<file path="src/rtl/mcl_pkg.sv">
// rtl/mcl_pkg.sv - shared types for the MBOX request queue
package mcl_pkg;

    typedef enum logic [3:0] {
        MF_NOP        = 4'd0,
        MF_RSVD1      = 4'd1,
        MF_MB_WAIT    = 4'd2,
        MF_RESTORE    = 4'd3,
        MF_AREAD      = 4'd4,
        MF_B_WRITE    = 4'd5,
        MF_COND_FETCH = 4'd6,
        MF_REG_FUNC   = 4'd7,
        MF_AD_FUNC    = 4'd8,
        MF_EA_CALC    = 4'd9,
        MF_LOAD_AR    = 4'd10,
        MF_LOAD_ARX   = 4'd11,
        MF_RW         = 4'd12,
        MF_RPW        = 4'd13,
        MF_WRITE      = 4'd14,
        MF_FETCH      = 4'd15
    } mem_func_e;

    typedef enum logic [1:0] {
        PF_NONE    = 2'b00,
        PF_ADR_ERR = 2'b01,
        PF_BREAK   = 2'b10
    } pf_code_e;

    // Flag half of an MBOX descriptor; the full bus is {mbox_desc_t, va}.
    typedef struct packed {
        logic load_ar;
        logic load_arx;
        logic pause;
        logic write;
        logic fetch;
        logic user;
        logic public;
        logic previous;
        logic extended;
    } mbox_desc_t;

endpackage

</file>
<file path="src/rtl/mcl_req_queue_if.sv">
// rtl/mcl_req_queue_if.sv - MBOX request/acknowledge port
interface mcl_req_queue_if #(
    parameter int VA_W = 23
);
    logic            mbox_req;
    logic            mbox_ack;
    logic [VA_W+8:0] mbox_desc;

    modport master (output mbox_req, output mbox_desc, input mbox_ack);
    modport slave  (input mbox_req, input mbox_desc, output mbox_ack);
endinterface

</file>
<file path="src/rtl/req_fifo.sv">
// rtl/req_fifo.sv - small FIFO with flush, head-of-queue output and occupancy
module req_fifo #(
    parameter int DEPTH = 2,
    parameter int WIDTH = 32
) (
    input  logic                         clk,
    input  logic                         reset_n,
    input  logic                         push,
    input  logic [WIDTH-1:0]             push_data,
    input  logic                         pop,
    input  logic                         flush,
    output logic [WIDTH-1:0]             head,
    output logic [$clog2(DEPTH+1)-1:0]   count
);
    localparam int PW = (DEPTH > 1) ? $clog2(DEPTH) : 1;
    localparam int CW = $clog2(DEPTH+1);
    localparam logic [PW-1:0] LAST = PW'(DEPTH-1);

    logic [WIDTH-1:0] mem [DEPTH];
    logic [PW-1:0]    rd_ptr;
    logic [PW-1:0]    wr_ptr;

    // Explicit wrap so non-power-of-two depths also index correctly.
    function automatic logic [PW-1:0] bump(input logic [PW-1:0] p);
        return (p == LAST) ? '0 : p + PW'(1);
    endfunction

    assign head = mem[rd_ptr];

    always_ff @(posedge clk or negedge reset_n) begin
        if (!reset_n) begin
            rd_ptr <= '0;
            wr_ptr <= '0;
            count  <= '0;
            for (int i = 0; i < DEPTH; i++) mem[i] <= '0;
        end else if (flush) begin
            rd_ptr <= '0;
            wr_ptr <= '0;
            count  <= '0;
        end else begin
            if (push) begin
                mem[wr_ptr] <= push_data;
                wr_ptr      <= bump(wr_ptr);
            end
            if (pop) rd_ptr <= bump(rd_ptr);
            if (push && !pop)      count <= count + CW'(1);
            else if (pop && !push) count <= count - CW'(1);
        end
    end
endmodule

</file>
<file path="src/rtl/mcl_req_queue.sv">
// rtl/mcl_req_queue.sv - CRAM MEM decode, fault detection and MBOX request queue
module mcl_req_queue
    import mcl_pkg::*;
#(
    parameter int VA_W   = 23,
    parameter int SECT_W = 5,
    parameter int NSECT  = 32,
    parameter int DEPTH  = 2
) (
    input  logic                        clk,
    input  logic                        reset_n,
    input  logic [3:0]                  mem_func,
    input  logic [0:8]                  magic,
    input  logic [0:7]                  ad_ctl,
    input  logic [VA_W-1:0]             va,
    input  logic                        user,
    input  logic                        public,
    input  logic                        prev_en,
    input  logic                        extend,
    input  logic                        test_satisfied,
    input  logic                        pi_cycle,
    input  logic [2:0]                  brk_en,
    input  logic [VA_W-1:0]             brk_addr,
    input  logic                        pf_clr,
    input  logic                        flush,
    mcl_req_queue_if.master             mbox,
    output logic                        ebox_stall,
    output logic                        skip_satisfied,
    output logic                        page_fail,
    output logic [1:0]                  pf_code,
    output logic [VA_W+8:0]             held_desc,
    output logic [$clog2(DEPTH+1)-1:0]  count
);
    localparam int CW = $clog2(DEPTH+1);

    mem_func_e  func;
    mbox_desc_t flags;
    logic [3:0] ext_ops;
    logic       cond_fetch;
    logic       mem_cycle;
    logic       rd_cycle;
    logic       adr_err;
    logic       brk_hit;
    logic       fault;
    logic       accept;
    logic       push;
    logic       pop;
    logic [31:0] sect_num;
    pf_code_e   pf_q;
    logic       unused_magic;

    assign func         = mem_func_e'(mem_func);
    assign cond_fetch   = (func == MF_COND_FETCH) & test_satisfied & ~pi_cycle;
    assign unused_magic = ^{magic[4], magic[6:8]};

    // EA_CALC and AD_FUNC/RESTORE supply {load_ar, load_arx, pause, write} directly.
    always_comb begin
        ext_ops = 4'b0000;
        if (func == MF_EA_CALC)
            ext_ops = magic[0:3];
        else if (func == MF_AD_FUNC || func == MF_RESTORE)
            ext_ops = ad_ctl[4:7];
    end

    always_comb begin
        flags.load_ar  = ext_ops[3] | (func == MF_LOAD_AR) | (func == MF_RW) | (func == MF_RPW);
        flags.load_arx = ext_ops[2] | (func == MF_LOAD_ARX) | (func == MF_FETCH) | cond_fetch;
        flags.pause    = ext_ops[1] | (func == MF_RPW);
        flags.write    = ext_ops[0] | (func == MF_WRITE) | (func == MF_RW) | (func == MF_RPW)
                       | (func == MF_B_WRITE);
        flags.fetch    = (func == MF_FETCH) | cond_fetch;
        if (func == MF_AD_FUNC || func == MF_RESTORE)
            {flags.user, flags.public, flags.previous, flags.extended} = ad_ctl[0:3];
        else
            {flags.user, flags.public, flags.previous, flags.extended} = {user, public, prev_en, extend};
    end

    assign mem_cycle = flags.load_ar | flags.load_arx | flags.pause | flags.write | flags.fetch;
    assign rd_cycle  = (flags.load_ar | flags.load_arx) & ~flags.fetch;

    // Section field is only meaningful in extended addressing.
    assign sect_num = 32'(va[VA_W-1 -: SECT_W]);
    assign adr_err  = extend & (sect_num >= 32'(NSECT));
    assign brk_hit  = ((flags.fetch & brk_en[2]) | (rd_cycle & brk_en[1]) | (flags.write & brk_en[0]))
                    & (va == brk_addr);
    assign fault    = mem_cycle & (adr_err | brk_hit);

    assign accept = mem_cycle & ~fault & ((count != CW'(DEPTH)) | mbox.mbox_ack);
    assign push   = accept & ~flush;
    assign pop    = mbox.mbox_req & mbox.mbox_ack & ~flush;

    assign ebox_stall = ~flush & ((mem_cycle & ~fault & ~accept)
                               | ((func == MF_MB_WAIT) & (count != '0)));
    assign skip_satisfied = (func == MF_COND_FETCH) & magic[5] & test_satisfied;
    assign mbox.mbox_req  = (count != '0);
    assign pf_code        = pf_q;

    req_fifo #(
        .DEPTH (DEPTH),
        .WIDTH (VA_W + 9)
    ) u_fifo (
        .clk       (clk),
        .reset_n   (reset_n),
        .push      (push),
        .push_data ({flags, va}),
        .pop       (pop),
        .flush     (flush),
        .head      (mbox.mbox_desc),
        .count     (count)
    );

    // First fault's code sticks; a clear coinciding with a new fault yields the new code.
    always_ff @(posedge clk or negedge reset_n) begin
        if (!reset_n) begin
            page_fail <= 1'b0;
            pf_q      <= PF_NONE;
            held_desc <= '0;
        end else begin
            if (fault) begin
                page_fail <= 1'b1;
                if (pf_clr || pf_q == PF_NONE)
                    pf_q <= adr_err ? PF_ADR_ERR : PF_BREAK;
            end else if (pf_clr) begin
                page_fail <= 1'b0;
                pf_q      <= PF_NONE;
            end
            if (pop) held_desc <= mbox.mbox_desc;
        end
    end
endmodule

</file>
<file path="src/flat_wrapper.sv">
// flat-port wrapper written by rule: the top's interface ports become plain ports
module mcl_req_queue_flat import mcl_pkg::*;
#(
    parameter int VA_W   = 23,
    parameter int SECT_W = 5,
    parameter int NSECT  = 32,
    parameter int DEPTH  = 2
)
  (clk, reset_n, mem_func, magic, ad_ctl, va, user, public, prev_en, extend, test_satisfied, pi_cycle, brk_en, brk_addr, pf_clr, flush, ebox_stall, skip_satisfied, page_fail, pf_code, held_desc, count, mbox_mbox_req, mbox_mbox_desc, mbox_mbox_ack);
  mcl_req_queue_if #(.VA_W(VA_W)) mbox_i ();
  input  logic clk;
  input  logic reset_n;
  input  logic [3:0] mem_func;
  input  logic [0:8] magic;
  input  logic [0:7] ad_ctl;
  input  logic [VA_W-1:0] va;
  input  logic user;
  input  logic public;
  input  logic prev_en;
  input  logic extend;
  input  logic test_satisfied;
  input  logic pi_cycle;
  input  logic [2:0] brk_en;
  input  logic [VA_W-1:0] brk_addr;
  input  logic pf_clr;
  input  logic flush;
  output logic ebox_stall;
  output logic skip_satisfied;
  output logic page_fail;
  output logic [1:0] pf_code;
  output logic [VA_W+8:0] held_desc;
  output logic [$clog2(DEPTH+1)-1:0] count;
  output wire logic [$bits(mbox_i.mbox_req)-1:0] mbox_mbox_req;
  output wire logic [$bits(mbox_i.mbox_desc)-1:0] mbox_mbox_desc;
  input wire logic [$bits(mbox_i.mbox_ack)-1:0] mbox_mbox_ack;
  assign mbox_mbox_req = mbox_i.mbox_req;
  assign mbox_mbox_desc = mbox_i.mbox_desc;
  assign mbox_i.mbox_ack = mbox_mbox_ack;
  mcl_req_queue #(.VA_W(VA_W), .SECT_W(SECT_W), .NSECT(NSECT), .DEPTH(DEPTH)) u_core (.clk(clk), .reset_n(reset_n), .mem_func(mem_func), .magic(magic), .ad_ctl(ad_ctl), .va(va), .user(user), .public(public), .prev_en(prev_en), .extend(extend), .test_satisfied(test_satisfied), .pi_cycle(pi_cycle), .brk_en(brk_en), .brk_addr(brk_addr), .pf_clr(pf_clr), .flush(flush), .mbox(mbox_i), .ebox_stall(ebox_stall), .skip_satisfied(skip_satisfied), .page_fail(page_fail), .pf_code(pf_code), .held_desc(held_desc), .count(count));
endmodule
</file>
<file path="config.mk">
export PLATFORM = sky130hd
export DESIGN_NAME = mcl_req_queue_flat
export DESIGN_NICKNAME = d
export VERILOG_FILES = /design/src/rtl/mcl_pkg.sv /design/src/rtl/mcl_req_queue_if.sv /design/src/rtl/req_fifo.sv /design/src/rtl/mcl_req_queue.sv /design/src/flat_wrapper.sv
export SDC_FILE = /design/constraint.sdc
export NUM_CORES = 1
export LEC_CHECK = 0
export ABC_AREA = 1
export BUFFER_PORTS_ARGS = -buffer_cell sky130_fd_sc_hd__buf_2
export CAP_MARGIN = 20
export CORE_MARGIN = 3
export CORE_UTILIZATION = 30
export DETAILED_ROUTE_END_ITERATION = 8
export PLACE_DENSITY_LB_ADDON = 0.3
export SYNTH_ARGS = -nofsm -noshare
export SYNTH_HDL_FRONTEND = slang
export SYNTH_SLANG_ARGS = --single-unit
export TNS_END_PERCENT = 5
</file>
<file path="constraint.sdc">
create_clock -name clk -period 5.4 [get_ports clk]
set_input_delay 0 -clock clk [delete_from_list [all_inputs] [get_ports clk]]
set_output_delay 0 -clock clk [all_outputs]
set_load 0.02 [all_outputs]
</file>
==> summary.md <==
| Metric | Value |
|---|---|
| Result of the run | completed |
| Unique cell type count in the Yosys netlist | 37 |
| Largest family of logic cells by synthesized area | simple AND/OR/NAND/NOR gates |
| Average via count per standard cell | 4.42 |
| Fin Hold WS | 0.0522 ns |
| Average size of a mapped cell | 9.13 µm² |
| RSZ-0062 raised after global routing | no |
| Worst path top cell family by delay | simple AND/OR/NAND/NOR gates |
| Proportion of synthesized area in mux cells | 7.91% |
| Capture endpoint of the worst hold path | u_core.u_fifo.count[0] |
| Netlist area before placement | 5060 µm² |
| Ordered cell list for the critical path | dlygate4sd3_1, buf_2, xnor2_1, nand2_1, nor3_1, nand2_1, nor2_1, nand2_4, nand3_4, nor2_8, nand2_4, nand2_1, o21ai_2 |
| Leading cell types by total area after synthesis | dfrtp_1 (50%), nand2_1 (13%), mux2_2 (7.1%) |
| Final setup skew | 0.00677 ns |
| Number of flops mapped to enable cells by yosys | 0 |
| Count of final max-slew check failures | 0 |
| Net load switching power | 1.33 mW |
| Post-Route WL | 12700 µm |
| Endpoint of the most critical register-to-register path | u_core.u_fifo.mem[63] |
| Total congestion overflow after global routing | 0 |
| Compound-gate portion of the synthesized area | 9.88% |
| Proportion of power drawn by combinational gates | 40.7% |
| Vias in the first global route | 4196 |
| Critical Path Source Type | input pin |
| Most frequently used cell type in the post-synthesis netlist | nand2_1 |
| Sequential share of the synthesized area | 50.4% |
| Setup slack, reg-to-reg | 3.47 ns |
| Final setup violation count | 0 |
| Internal power contribution | 2.07 mW |
| Global-route wire length before repair | 20900 µm |
| Worst slew margin | 36.3% |
| Area Overhead vs Synth | 31.3% |
| Count of final hold-check violations | 0 |
| Clock latency of the later-clocked register in the worst-skew pair | 0.35 ns |
| Ranking of synthesized cells by instance count | nand2_1 (179), dfrtp_1 (102), inv_1 (42) |
| Startpoint of the tightest hold check path | flush |
| CTS Root Buffer Type | clkbuf_16 |
| TritonCTS clock tree | yes |
| Fraction of the cycle the final worst path needs | 47.2% |
| Maximum frequency from static timing analysis | 392 MHz |
| Fraction of registers with async set/reset | 100% |
| Commonest register cell after synthesis | dfrtp_1 |
| Start-to-end type of the worst setup path | input pin to register |
| Part of the power in registers | 37.6% |
| Number of nets with antenna violations after routing | 0 |
| Violation count after the first detailed-routing iteration | 232 |
| Maximum level of the CTS H-tree | 3 |
| Gate Count Post-Synth | 555 |
| Final core utilization | 41.1% |
| # rows | 46 |
| Delay of the slowest cell on the worst path | 0.64 ns |
| Antenna fix cells | 0 |
| Standby leakage power | 3.48 nW |
| Required time of the worst setup path | 5.67 ns |
| Clock transition at the registers of the reported paths | 0.07 ns |
| Setup crit end kind | register |
| Clk pwr share | 21.7% |
| Net switching fraction of the power | 39.1% |
| Number of violations of the max-capacitance limit | 0 |
| Yosys Warn Count | 0 |
| Max Buffers Root-to-Sink | 2 |
| Hold WC Path Type | input pin to register |
| Post-detailed-placement half-perimeter wirelength | 8580 µm |
| Syn_nets | 636 |
| Startpoint of the most critical register-to-register path | u_core.u_fifo.count[0] |
| Pwr dens | 511 nW/µm² |
| Post-route setup TNS | 0 ns |
| Total routing resource utilization after global routing | 14.4% |
| Slowest cell on the critical path | nand2_4 |
| Largest fanout on the critical path | 65 |
| Average detailed-routed wire length per instance | 13.4 µm |
| Largest voltage drop on the vdd net | 0.219 mV |
| Starting Density | 31.3% |
| Die Footprint | 18500 µm² |
| Clock sink count | 102 |
| Vertical die dimension | 136 µm |
| Pin count of the biggest net entering global routing | 66 |
| Drt drc | 0 |
| Top-level port count | 153 |
| Post-placement cell count | 896 |
| Cell depth of the worst min-delay path | 4 |
| Arithmetic-cell share of the synthesized area counting full adders, half adders and majority gates | 0% |
| Min Tclk post-route | 2.55 ns |
| Area share of the largest cell type after synthesis | 50.4% |
| Final net count | 807 |
| Library cell with the largest summed area after synthesis | dfrtp_1 |
| Most prevalent standard cell on the critical path | nand2_1 |
| Endpoint arrival time on the critical path | 2.81 ns |
| Worst Tran Pin Value | 0.955 ns |
| Number of CTS-inserted buffers | 9 |
| Horiz. Die Dim | 136 µm |
| Number of non-filler instances in the completed layout | 947 |
| Area fraction in and, or, nand and nor cells after synthesis | 22.3% |
| Number of storage elements in the synthesis netlist | 102 |
| Proportion of layout cells with a drive suffix above 1 | 36.4% |
| Antenna violations before repair | 0 |
| Routability congestion estimate | 0.738 |
| Number of cells on the worst reg-to-reg path | 6 |
| Count of input and output buffers | 147 |
| XOR/XNOR Fraction of Synth Area | 2.94% |
| CP bufs+invs | 2 |
| Core Box Area | 16200 µm² |
| Number of search-and-repair iterations in the first detailed-routing pass | 5 |
| Total vias in the final route | 4187 |
layer usage:
layer,vias up,global-route usage [%],routed length [µm],share of wire (%)
li1,2113,-,-,-
met1,1935,18.8,6100,48
met2,127,23.8,5670,45
met3,12,2.70,731,5.8
met4,0,5.71,188,1.5
met5,-,0,0,0
state kept, by name, indices dropped and copies added (netlist names):
register              flops
u_core.pf_code            1
u_core.page_fail          1
u_core.u_fifo.rd_ptr      1
u_core.u_fifo.mem        64
u_core.held_desc         32
u_core.u_fifo.count       2
u_core.u_fifo.wr_ptr      1
repair_timing:
item | CTS | global route
endpoints found under the hold margin | 116 | 0
resized for setup | 0 | 0
hold buffers | 34 | 0
setup buffers | 0 | 0
per-stage QoR:
step	setup slack (ns)	power (mW)	area [µm²]
after detailed placement	2.90	2.67	5940
after CTS	2.71	3.44	6620
after global routing	2.54	3.66	6650
after global placement	2.86	2.65	5940
final	2.85	3.40	6650
after floorplan	3.51	2.24	5060
cell families after synthesis:
| family | count (synthesis) |
|---|---|
| flops | 102 |
| buf+inv | 70 |
| compound gates | 79 |
| mux | 36 |
| other cells | 1 |
| simple gates | 250 |
| xor+xnor | 17 |
placed cells by master, fill, tap and decap left out, types with 3 or more instances in the layout:
cell type,count
nand2_1,179
buf_2,146
dfrtp_1,102
inv_1,42
dlygate4sd3_1,34
o21ai_1,33
mux2_2,32
nand2_2,26
o21ai_2,25
nor2_1,16
o21ai_0,12
xnor2_1,12
nand3_1,9
clkbuf_16,9
a21oi_1,5
xor2_1,5
nand2_4,4
mux2i_1,4
buf_4,4
nand3_2,3
nor3_1,3
worst max path at each step:
stage,startpoint,slack (ns),cells past startpoint,end
final,va[11],2.85,13,u_core.u_fifo.mem[63]
after global routing,va[11],2.54,13,u_core.u_fifo.mem[60]
after CTS,va[11],2.71,13,u_core.u_fifo.mem[35]
after detailed placement,brk_addr[11],2.90,12,u_core.u_fifo.mem[35]
after global placement,brk_addr[11],2.86,12,u_core.u_fifo.mem[63]
after floorplan,u_core.u_fifo.count[0],3.51,6,u_core.held_desc[10]
power groups by stage:
| stage | Sequential (mW) | Clock [mW] | Combinational (mW) |
|---|---|---|---|
| floorplan | 1.40 | 0 | 0.836 |
| global placement | 1.28 | 0 | 1.37 |
| detailed placement | 1.29 | 0 | 1.38 |
| CTS | 1.28 | 0.765 | 1.40 |
| global route | 1.33 | 0.796 | 1.54 |
| finish | 1.28 | 0.736 | 1.38 |
worst reg2reg max path: cells and delay by family (launching register included):
| kind | cells | cell delay (ns) |
|---|---|---|
| compound gates | 1 | 0.09 |
| flops | 1 | 0.44 |
| simple gates | 5 | 1.33 |
final cells by class:
type,count,area (µm²)
clock buffer,11,253
fill,1645,9520
multi-input combinational,383,2190
clock inverter,5,87.6
tap,216,270
sequential,102,2550
timing repair buffer,185,1130
inverter,45,169
Power figures use the tool's default switching activity.
